[src/rtl/per2axi_pkg.sv]
// Shared definitions for the peripheral-to-AXI bridge: AXI response codes and
// the atomic-operation codes used by the request channel.
package per2axi_pkg;

    localparam logic [1:0] RESP_OKAY   = 2'b00;
    localparam logic [1:0] RESP_EXOKAY = 2'b01;
    localparam logic [1:0] RESP_SLVERR = 2'b10;
    localparam logic [1:0] RESP_DECERR = 2'b11;

    localparam logic [5:0] AMO_NONE = 6'h00;
    localparam logic [5:0] AMO_LR   = 6'h02;
    localparam logic [5:0] AMO_SC   = 6'h03;
    localparam logic [5:0] AMO_SWAP = 6'h01;
    localparam logic [5:0] AMO_ADD  = 6'h00 | 6'h20;
    localparam logic [5:0] AMO_XOR  = 6'h04;
    localparam logic [5:0] AMO_AND  = 6'h0C;
    localparam logic [5:0] AMO_OR   = 6'h08;
    localparam logic [5:0] AMO_MIN  = 6'h10;
    localparam logic [5:0] AMO_MAX  = 6'h14;
    localparam logic [5:0] AMO_MINU = 6'h18;
    localparam logic [5:0] AMO_MAXU = 6'h1C;

    // SC result word returned on a write response: 0 = success, 1 = failure.
    function automatic logic [31:0] sc_result(input logic [1:0] resp);
        return (resp == RESP_EXOKAY) ? 32'h0 : 32'h1;
    endfunction

endpackage

[src/rtl/per2axi_resp_arb.sv]
// Two-input toggle-priority arbiter between AXI R and B channels.
// Handshake: a beat transfers on a cycle where valid and ready are both 1.
module per2axi_resp_arb (
    input  logic i_clk,
    input  logic i_rst,
    input  logic i_r_valid,
    input  logic i_b_valid,
    output logic o_r_ready,
    output logic o_b_ready,
    output logic o_sel_b,
    output logic o_prio
);

    logic r_prio;
    logic w_prio_next;
    logic w_conflict;

    assign w_conflict = i_r_valid & i_b_valid;

    always_ff @(posedge i_clk) begin
        if (i_rst) begin
            r_prio <= 1'b0;
        end else begin
            r_prio <= w_prio_next;
        end
    end

    // Priority only flips when both sides compete, so a lone requester never
    // steals the next turn from the other side.
    always_comb begin
        w_prio_next = r_prio;
        if (w_conflict) begin
            w_prio_next = ~r_prio;
        end
    end

    always_comb begin
        o_r_ready = 1'b0;
        o_b_ready = 1'b0;
        if (!i_rst) begin
            o_r_ready = i_r_valid & (~i_b_valid | ~r_prio);
            o_b_ready = i_b_valid & (~i_r_valid |  r_prio);
        end
    end

    assign o_sel_b = o_b_ready;
    assign o_prio  = r_prio;

endmodule

[src/rtl/per2axi_res_channel.sv]
// Response half of the peripheral-to-AXI bridge: merges AXI R and B beats into
// a single registered peripheral response stream with per-ID lane selection.
module per2axi_res_channel
    import per2axi_pkg::*;
#(
    parameter int PER_ID_WIDTH   = 5,
    parameter int AXI_ADDR_WIDTH = 32,
    parameter int AXI_DATA_WIDTH = 64,
    parameter int AXI_USER_WIDTH = 6,
    parameter int AXI_ID_WIDTH   = 3
) (
    input  logic                      clk_i,
    input  logic                      rst_i,
    output logic                      per_slave_r_valid_o,
    output logic                      per_slave_r_opc_o,
    output logic [PER_ID_WIDTH-1:0]   per_slave_r_id_o,
    output logic [31:0]               per_slave_r_rdata_o,
    input  logic                      axi_master_r_valid_i,
    input  logic [AXI_DATA_WIDTH-1:0] axi_master_r_data_i,
    input  logic [1:0]                axi_master_r_resp_i,
    input  logic                      axi_master_r_last_i,
    input  logic [AXI_ID_WIDTH-1:0]   axi_master_r_id_i,
    input  logic [AXI_USER_WIDTH-1:0] axi_master_r_user_i,
    output logic                      axi_master_r_ready_o,
    input  logic                      axi_master_b_valid_i,
    input  logic [1:0]                axi_master_b_resp_i,
    input  logic [AXI_ID_WIDTH-1:0]   axi_master_b_id_i,
    input  logic [AXI_USER_WIDTH-1:0] axi_master_b_user_i,
    output logic                      axi_master_b_ready_o,
    input  logic                      trans_req_i,
    input  logic [AXI_ID_WIDTH-1:0]   trans_id_i,
    input  logic [AXI_ADDR_WIDTH-1:0] trans_add_i
);

    localparam int DEPTH = 2 ** AXI_ID_WIDTH;

    logic [DEPTH-1:0]        r_lane;
    logic                    w_r_hs;
    logic                    w_b_hs;
    logic                    w_sel_b;
    logic                    w_arb_prio;
    logic [AXI_ID_WIDTH-1:0] w_sel_id;
    logic [PER_ID_WIDTH-1:0] w_sel_id_oh;
    logic [31:0]             w_r_word;
    logic                    w_unused_bits;

    per2axi_resp_arb u_arb (
        .i_clk     (clk_i),
        .i_rst     (rst_i),
        .i_r_valid (axi_master_r_valid_i),
        .i_b_valid (axi_master_b_valid_i),
        .o_r_ready (axi_master_r_ready_o),
        .o_b_ready (axi_master_b_ready_o),
        .o_sel_b   (w_sel_b),
        .o_prio    (w_arb_prio)
    );

    assign w_r_hs = axi_master_r_valid_i & axi_master_r_ready_o;
    assign w_b_hs = axi_master_b_valid_i & axi_master_b_ready_o;

    // Lane bit is address bit 2: which 32-bit half of the 64-bit beat is wanted.
    always_ff @(posedge clk_i) begin
        if (rst_i) begin
            r_lane <= '0;
        end else if (trans_req_i) begin
            r_lane[trans_id_i] <= trans_add_i[2];
        end
    end

    assign w_r_word = r_lane[axi_master_r_id_i] ? axi_master_r_data_i[63:32]
                                                : axi_master_r_data_i[31:0];
    assign w_sel_id = w_sel_b ? axi_master_b_id_i : axi_master_r_id_i;

    always_comb begin
        w_sel_id_oh = '0;
        for (int i = 0; i < PER_ID_WIDTH; i++) begin
            if (32'(w_sel_id) == i) begin
                w_sel_id_oh[i] = 1'b1;
            end
        end
    end

    always_ff @(posedge clk_i) begin
        if (rst_i) begin
            per_slave_r_valid_o <= 1'b0;
            per_slave_r_opc_o   <= 1'b0;
            per_slave_r_id_o    <= '0;
            per_slave_r_rdata_o <= '0;
        end else if (w_r_hs) begin
            per_slave_r_valid_o <= 1'b1;
            per_slave_r_opc_o   <= axi_master_r_resp_i[1];
            per_slave_r_id_o    <= w_sel_id_oh;
            per_slave_r_rdata_o <= w_r_word;
        end else if (w_b_hs) begin
            per_slave_r_valid_o <= 1'b1;
            per_slave_r_opc_o   <= axi_master_b_resp_i[1];
            per_slave_r_id_o    <= w_sel_id_oh;
            per_slave_r_rdata_o <= sc_result(axi_master_b_resp_i);
        end else begin
            per_slave_r_valid_o <= 1'b0;
        end
    end

    assign w_unused_bits = ^{axi_master_r_last_i, axi_master_r_user_i,
                             axi_master_b_user_i, trans_add_i, w_arb_prio};

    // An AXI ID with no matching one-hot bit means the bridge is misconfigured.
    a_id_in_range: assert property (@(posedge clk_i) disable iff (rst_i)
        (w_r_hs | w_b_hs) |-> (32'(w_sel_id) < PER_ID_WIDTH));

endmodule

[config.mk]
export PLATFORM = sky130hd
export DESIGN_NAME = per2axi_res_channel
export DESIGN_NICKNAME = d
export VERILOG_FILES = /design/src/rtl/per2axi_pkg.sv /design/src/rtl/per2axi_resp_arb.sv /design/src/rtl/per2axi_res_channel.sv
export SDC_FILE = /design/constraint.sdc
export NUM_CORES = 1
export LEC_CHECK = 0
export CORE_UTILIZATION = 29
export CTS_CLUSTER_SIZE = 40
export DETAILED_ROUTE_END_ITERATION = 10
export PLACE_DENSITY = 0.74
export SLEW_MARGIN = 0
export SYNTH_ARGS = -nofsm -noshare
export SYNTH_HDL_FRONTEND = slang
export SYNTH_SLANG_ARGS = --single-unit
export TNS_END_PERCENT = 1
[constraint.sdc]
create_clock -name clk_i -period 1.86 [get_ports clk_i]
set_input_delay 0.372 -clock clk_i [delete_from_list [all_inputs] [get_ports clk_i]]
set_output_delay 0.372 -clock clk_i [all_outputs]
set_load 0.02 [all_outputs]
==> results.md, run 1 <==
* Net Sw Frac at 25.1%
* Bufs and invs on worst path at 3
* Post-synth cell types at 29
* Place WS at -0.553 ns
* First-pass iteration count of the detailed router at 4
* Input/output buffers at 122
* Hold path endpoint: per_slave_r_rdata_o[6]$_SDFFE_PP0P_
* Slew margin rel. at 76.3%
* Die W at 87.1 µm
* H-tree depth at 2
* Site Rows at 30
* Crit start category: input pin
* Kind of critical path: in2out
* # nets final at roughly 490
* Delay-heaviest family, CP: buffers and inverters
* Clk slew on worst S/H paths at 0.08 ns
* First-pass GRT wire length at 9.69 mm
* Final WS setup at 0.0309 ns
* Leakage at 1.60 nW
* Status: finished, final reports clean
* R2R depth at 6
* Register bit total from synthesis at 48
* Worst EP required at 1.49 ns
* Hold Crit Class: reg2reg
* Syn nets at 348
* Max-Cap Viols at 0
* Crit path cell chain: clkdlybuf4s50_1 > buf_4 > nor2b_1 > nor3_2 > buf_2
* Via density per instance at 4.52
* Share of layout cells above drive strength 1 at between 10% and 20%
* Final Skew at around 0.0038 ns
* Area after DPL at 3540 µm²
* Minimum clock period at 1.83 ns
* Post-detail-place hpwl at 4.55 mm
* Post-Syn Area at 2100 µm²
* Slowest cell on crit path: clkdlybuf4s50_1
* F_max at 547 MHz
* Cts bufs inserted at 5
* All-Layer GR Usage at 16.5%
* Average size of a mapped cell at 9.51 µm²
* Antenna viol nets, final at 0
* Root Buffer Master: clkbuf_8
* Crit path arrival time at 1.46 ns
* Hold Crit Depth at 2
* Final worst path period share at 98.3%
* Design Area, Final at about 3700 µm²
* CTS tree: yes
* Mapped Cells at about 220
* Via count at 2062
* Worst skew pair latency at between 0.2 and 0.3 ns
* FF-to-FF Start: r_lane[5]$_SDFFE_PP0P_
* Post-layout instance count excluding filler cells at 456
* Flop-to-flop setup slack at 0.14 ns
* Clock Path Buffers at 2
* RSZ-0062 raised after global routing: true
* Clock share of power at 27.5%
* Least-Margin Pin Slew at 0.349 ns
* Worst setup EP type: output port
* Initial Util at 30.4%
* Inst Count DP at 446
* N_diodes at 0
* Crit Path Max Fanout at 5
* Hold_sp: per_slave_r_rdata_o[6]$_SDFFE_PP0P_
* Register share of total power at 48.4%
* DRC at 0
* GPL Wtd Cong at 0.789
* Pwr Density at 624 nW/µm²
* RR Endpoint: per_slave_r_rdata_o[22]$_SDFFE_PP0P_
* Final Hold Viols at 0
* Slew Viols, Final at 0
* Fill cells at 670
* Vias in the first global route at 2043
* Setup_tns at 0 ns
* Core ar. at around 6900 µm²
* Routed wire length at between 6 and 7 mm
* Logic pwr share at 24.2%
* Grt total ovfl at 0
* Yosys warnings at 0
* Drt wl/cell at 13.2 µm
* CTS sink cnt at 48
* DR iter-0 viols at 43
* Largest stage delay on the critical path at 0.42 ns
* Initial antenna violation count at 0
* Peak supply drop at between 0.0003 and 0.0004 V
* I/O pin count at 168
* Psw at 0.000574 W
* Area grow syn2layout at 74.5%
* P_int at about 0.0017 W
* Die Span Y at roughly 87 µm
* Pin count of the biggest net entering global routing at 32
* Final setup viols at 0
* Register area share after synthesis at 45.7%
* Die ar. at 7590 µm²
-- worst min-delay path: stages, from the launching register on --
cell and delay (ns):
dfxtp_1 0.31, nand2_1 0.05, o21ai_1 0.05
-- synth_stat cells --
cell type  count  area [µm²]
nor2_1        11        41.3
nand4_1        1        6.26
nor3b_1        2        15.0
xnor2_1        1        8.76
nand4b_1       2        17.5
o21ai_1       31         155
nor2b_1        1        6.26
mux4_2         2        45.0
a21bo_2        1        10.0
dfxtp_1       48         961
mux2i_4        1        22.5
nor3_1         5        25.0
nand2_1       38         143
nand2b_1       3        18.8
clkbuf_1       8        30.0
a31o_2         1        8.76
buf_6          3        33.8
nand3_1        3        15.0
mux2i_1       42         420
o211ai_1       2        15.0
inv_1          4        15.0
a32o_1         2        20.0
o21ai_0        1        5.00
mux2_2         1        11.3
and2_1         2        12.5
a211o_1        1        8.76
o32ai_1        1        8.76
o31ai_1        2        15.0
o21bai_1       1        7.51
-- final cells by class --
class	instances	area, µm²	area share [%]
Inverter	4	15.0	0.409
Sequential cell	48	961	26.2
Tap cell	96	120	3.28
Multi-Input combinational cell	158	1080	29.5
Timing Repair Buffer	142	1400	38.1
Clock buffer	8	90.1	2.46
-- stage by stage --
step / utilization [%] / total power (W) / hold slack [ns]
5_1_grt: 53.1 / 0.00241 / 0.471
3_3_place_gp: 51.2 / 0.00167 / 0.434
4_1_cts: 53.0 / 0.00232 / 0.453
6_report: 53.1 / 0.00229 / 0.447
3_5_place_dp: 51.2 / 0.00168 / 0.441
2_1_floorplan: - / 0.00134 / 0.455
-- worst max-delay path by stage --
stage | startpoint | to | cells after the start
final | axi_master_r_valid_i | axi_master_b_ready_o | 5
after global routing | axi_master_r_valid_i | per_slave_r_id_o[1]$_SDFFE_PP0P_ | 7
after CTS | axi_master_b_valid_i | axi_master_r_ready_o | 5
after detailed placement | axi_master_r_id_i[0] | per_slave_r_rdata_o[22]$_SDFFE_PP0P_ | 6
after global placement | axi_master_r_id_i[0] | per_slave_r_rdata_o[20]$_SDFFE_PP0P_ | 6
after floorplan | axi_master_r_id_i[0] | per_slave_r_rdata_o[10]$_SDFFE_PP0P_ | 5
-- cell usage in the layout, fill, tap and decap left out, types with 2 or more instances in the layout --
cell / Yosys / layout
clkdlybuf4s50_1: 0 / 117
dfxtp_1: 48 / 48
mux2i_1: 42 / 41
nand2_1: 38 / 38
o21ai_1: 31 / 31
buf_4: 0 / 19
nor2_1: 11 / 11
clkbuf_8: 0 / 6
inv_1: 4 / 3
nand3_1: 3 / 3
nor3_1: 5 / 3
nor3_2: 0 / 2
mux4_2: 2 / 2
nand2b_1: 3 / 2
o211ai_1: 2 / 2
nand4b_1: 2 / 2
nor3b_1: 2 / 2
o31ai_1: 2 / 2
and2_1: 2 / 2
a32o_1: 2 / 2
clkbuf_1: 8 / 2
-- routing by layer --
layer	vias up	routed length, µm	global-route usage (%)
met2	71	2920	28.3
met1	934	2620	19.9
met3	6	369	4.17
met5	-	0	0
li1	1051	-	-
met4	0	106	6.41
-- flip-flops by register name (all words and copies together) (netlist names) --
register / cells
per_slave_r_rdata_o: 32
per_slave_r_opc_o: 1
u_arb.o_prio: 1
per_slave_r_valid_o: 1
r_lane: 8
per_slave_r_id_o: 5
-- cell families (layout without fill, tap and decap cells) --
logic type                after synthesis  in the layout  share of synthesized area, %
muxes                                  46             46                          23.7
AOI/OAI and AO/OA                      43             43                          12.1
buffers and inverters                  15            154                          3.75
xor gates and xnor gates                1              1                         0.417
DFF                                    48             48                          45.7
and+or+nand+nor                        68             68                          14.3
-- repair_timing --
action | 4_1_cts | 5_1_grt
hold buffers | 0 | 0
gates cloned | 1 | 0
setup endpoints to repair | 33 | 37
endpoints found under the hold margin | 0 | 0
gates resized for setup | 12 | 5
setup buffers | 1 | 0
pin swaps | 0 | 0
-- power groups by stage --
stage	logic, W	registers (W)	clock network, W
after global routing	0.000595	0.00111	0.000698
after CTS	0.000556	0.00111	0.000660
after global placement	0.000543	0.00113	0
after detailed placement	0.000550	0.00113	0
after floorplan	0.000149	0.00119	0
final	0.000553	0.00111	0.000628
Power figures use the tool's default switching activity.
==> run 2, diff against run 1 <==
--- a/config.mk
+++ b/config.mk
@@ -8,6 +8,7 @@
 export CORE_UTILIZATION = 29
 export CTS_CLUSTER_SIZE = 40
 export DETAILED_ROUTE_END_ITERATION = 10
+export HOLD_SLACK_MARGIN = 0.15
 export PLACE_DENSITY = 0.74
 export SLEW_MARGIN = 0
 export SYNTH_ARGS = -nofsm -noshare
==> results of run 2 <==
No change in the layout: final DEF, timing and power equal those of run 1.
==> run 3, diff against run 2 <==
--- a/config.mk
+++ b/config.mk
@@ -5,11 +5,12 @@
 export SDC_FILE = /design/constraint.sdc
 export NUM_CORES = 1
 export LEC_CHECK = 0
+export ABC_AREA = 1
 export CORE_UTILIZATION = 29
-export CTS_CLUSTER_SIZE = 40
+export CTS_CLUSTER_SIZE = 10
 export DETAILED_ROUTE_END_ITERATION = 10
 export HOLD_SLACK_MARGIN = 0.15
-export PLACE_DENSITY = 0.74
+export PLACE_DENSITY = 0.69
 export SLEW_MARGIN = 0
 export SYNTH_ARGS = -nofsm -noshare
 export SYNTH_HDL_FRONTEND = slang
==> run 3 against run 2 <==
Against the previous run: sequential cell count is the same; clock skew hardly changed; sequential share of layout area is 2.9 points lower; critical path depth shrank 1; register-to-register slack better by 0.34 ns; sequential power hardly changed; utilization fell by 4.0 points; synthesized area up 22%; hold slack worse by 0.050 ns; global-route usage fell by 0.67 points; total power increased by 8.5%; largest power group unchanged; highest routed layer unchanged.
==> results.md, run 3 <==
* Status: finished, final reports clean
* RR Endpoint: per_slave_r_id_o[1]$_SDFFE_PP0P_
* Crit start category: input pin
* Largest register FFs at 32 (unchanged)
* Commonest non-fill, non-tap cell in the layout: clkdlybuf4s50_1
* Initial Util at 30.6% (+0.18 points)
* Largest cells by area after synthesis: dfxtp_1 (37%), nand3_1 (16%), inv_1 (13%)
* Post-synth cell types at 23 (-21%)
* Hold Crit Class: in2reg
* Kind of critical path: in2out
* Post-layout instance count excluding filler cells at 636 (+39%)
* Slew margin rel. at 70.2% (-6.1 points)
* Max-Cap Viols at 0 (unchanged)
* Antenna viol nets, final at 0 (unchanged)
* DR iter-0 viols at 62 (+44%)
* Inst Count DP at 629 (+41%)
* Final setup viols at 0 (unchanged)
* Least-Margin Pin Slew at 0.446 ns (+0.0977 ns)
* Dominant cell by count in the synthesized netlist: inv_1
* Pwr Density at 603 nW/µm² (-3.4%)
* Input/output buffers at 122 (unchanged)
* Biggest regs: per_slave_r_rdata_o (32), r_lane (8), per_slave_r_id_o (5)
* Synth top area share at 37.4% (-8.3 points)
* Syn nets at 529 (+52%)
* Final worst path period share at 97.4% (-0.93 points)
* Final Skew at 0.00407 ns (+0.000267 ns)
* Drt wl/cell at 11.6 µm (-12%)
* Yosys warnings at 0 (unchanged)
* Top register by number of flip-flops: per_slave_r_rdata_o
* Mapped Cells at 402 (+82%)
* CP startpoint: axi_master_r_valid_i
* Post-Syn Area at 2570 µm² (+22%)
* All-Layer GR Usage at 15.8% (-0.67 points)
* Slew Viols, Final at 0 (unchanged)
* Crit Path Max Fanout at 2 (-3)
* Minimum clock period at 1.81 ns (-0.0173 ns)
* End of the critical path: axi_master_r_ready_o
* Post-layout util at 49.1% (-4.0 points)
* Cts bufs inserted at 5 (unchanged)
* Clk slew on worst S/H paths at 0.08 ns (about the same)
* Flop-to-flop setup slack at 0.48 ns (+0.34 ns)
* GPL Wtd Cong at 0.819 (+3.8%)
* Post-detail-place hpwl at 5.66 mm (+24%)
* Setup_tns at 0 ns (unchanged)
* Synth async-reset ratio at 0% (unchanged)
* Register bit total from synthesis at 48 (unchanged)
* CTS sink cnt at 48 (unchanged)
* Routed wire length at 7.40 mm (+23%)
* Top post-synthesis cells by count: inv_1 (87), nand2_1 (84), nand3_1 (81)
* N_diodes at 0 (unchanged)
* Die Span Y at 96.1 µm (+10%)
* FF-to-FF Start: u_arb.o_prio$_SDFFE_PP0P_
* Area after DPL at 4030 µm² (+14%)
* DRC at 0 (unchanged)
* Area grow syn2layout at 60.5%
* Root Buffer Master: clkbuf_8
* Worst EP required at 1.49 ns (about the same)
* Design Area, Final at 4120 µm² (+12%)
* First-pass iteration count of the detailed router at 4 (unchanged)
* Most frequent cells in the layout: clkdlybuf4s50_1 (119), inv_1 (87), nand2_1 (84)
* CTS tree: yes
* H-tree depth at 2 (unchanged)
* I/O pin count at 168 (unchanged)
* Site Rows at 33 (+10%)
* Peak supply drop at 0.000335 V (-0.46%)
* Hold slack at 0.397 ns (-0.0502 ns)
* Share of layout cells above drive strength 1 at 8.10% (-3.0 points)
* Register area share after synthesis at 37.4% (-8.3 points)
* Die W at 96.1 µm (+10%)
* Via density per instance at 4.53 (+0.18%)
* RSZ-0062 raised after global routing: false
* First-pass GRT wire length at 11.5 mm (+19%)
* Clock Path Buffers at 2 (unchanged)
* Core ar. at 8380 µm² (+21%)
* Hold_buf cts at 0 (unchanged)
* Worst setup EP type: output port
* Worst skew pair latency at 0.29 ns (about the same)
* Leakage at 1.84 nW (+15%)
* Die ar. at 9230 µm² (+22%)
* Hold Crit Depth at 4 (+2)
* Pin count of the biggest net entering global routing at 44 (+38%)
* Number of synthesized flops with an enable pin at 0 (unchanged)
* F_max at 552 MHz (+0.95%)
* Synth Flop Type: dfxtp_1
* Crit path arrival time at 1.44 ns (-0.02 ns)
* Grt total ovfl at 0 (unchanged)
* Via count at 2881 (+40%)
* Final Hold Viols at 0 (unchanged)
* Initial antenna violation count at 0 (unchanged)
* # nets final at 658 (+35%)
* Largest area contributor in the netlist: dfxtp_1
* R2R depth at 7 (+1)
* Fill cells at 847 (+26%)
* Vias in the first global route at 2644 (+29%)
* Average size of a mapped cell at 6.38 µm² (-33%)
[run 3: what timing repair did]
| action | 4_1_cts | 5_1_grt |
|---|---|---|
| setup buffers | 0 | 0 |
| endpoints found under the hold margin | 0 | 0 |
| endpoints found under the setup margin | 2 | 1 |
| gates resized for setup | 4 | 1 |
[run 3: through the flow]
stage | total power [W] | worst slack [ns]
6_report | 0.00248 | 0.0482
5_1_grt | 0.00263 | 0.00679
4_1_cts | 0.00251 | 0.0117
3_5_place_dp | 0.00186 | -0.281
3_3_place_gp | 0.00185 | -0.274
2_1_floorplan | 0.00147 | 0.402
[run 3: how the worst min path moves through the flow]
| stage | start | to | slack, ns |
|---|---|---|---|
| 6_report | rst_i | u_arb.o_prio$_SDFFE_PP0P_ | 0.40 |
| 3_5_place_dp | per_slave_r_rdata_o[19]$_SDFFE_PP0P_ | per_slave_r_rdata_o[19]$_SDFFE_PP0P_ | 0.45 |
| 4_1_cts | rst_i | u_arb.o_prio$_SDFFE_PP0P_ | 0.39 |
| 5_1_grt | rst_i | per_slave_r_id_o[4]$_SDFFE_PP0P_ | 0.42 |
| 2_1_floorplan | r_lane[3]$_SDFFE_PP0P_ | r_lane[3]$_SDFFE_PP0P_ | 0.45 |
| 3_3_place_gp | per_slave_r_rdata_o[26]$_SDFFE_PP0P_ | per_slave_r_rdata_o[26]$_SDFFE_PP0P_ | 0.45 |
[run 3: routing by layer]
metal  up-vias  part of all wire [%]  GRT usage (%)
li1       1512                     -              -
met2        88                    46           28.0
met3        11                   6.9           3.48
met1      1270                    46           19.0
met5         -                     0              0
met4         0                   1.4           4.98
[run 3: cell families after synthesis]
group	share of synthesized area [%]
flops	37.4
buf+inv	18.1
compound gates	13.4
simple gates	31.1
[run 3: power breakdown]
part | internal (W) | total, W | switching, W
Clock | 0.000331 | 0.000649 | 0.000318
Sequential | 0.00108 | 0.00111 | 0.0000276
Combinational | 0.000380 | 0.000727 | 0.000347
[run 3: final cells by class]
cell class | count | area, µm² | area share, %
clock buffer | 7 | 96.3 | 2.34
inverter | 91 | 344 | 8.36
multi-input combinational | 242 | 1140 | 27.7
sequential | 48 | 961 | 23.3
tap | 105 | 131 | 3.19
timing repair buffer | 143 | 1440 | 35.1
[run 3: critical path, stage by stage]
cell             delay [ns]
clkdlybuf4s50_1        0.50
nand2_2                0.08
a21oi_4                0.16
clkdlybuf4s15_1        0.32
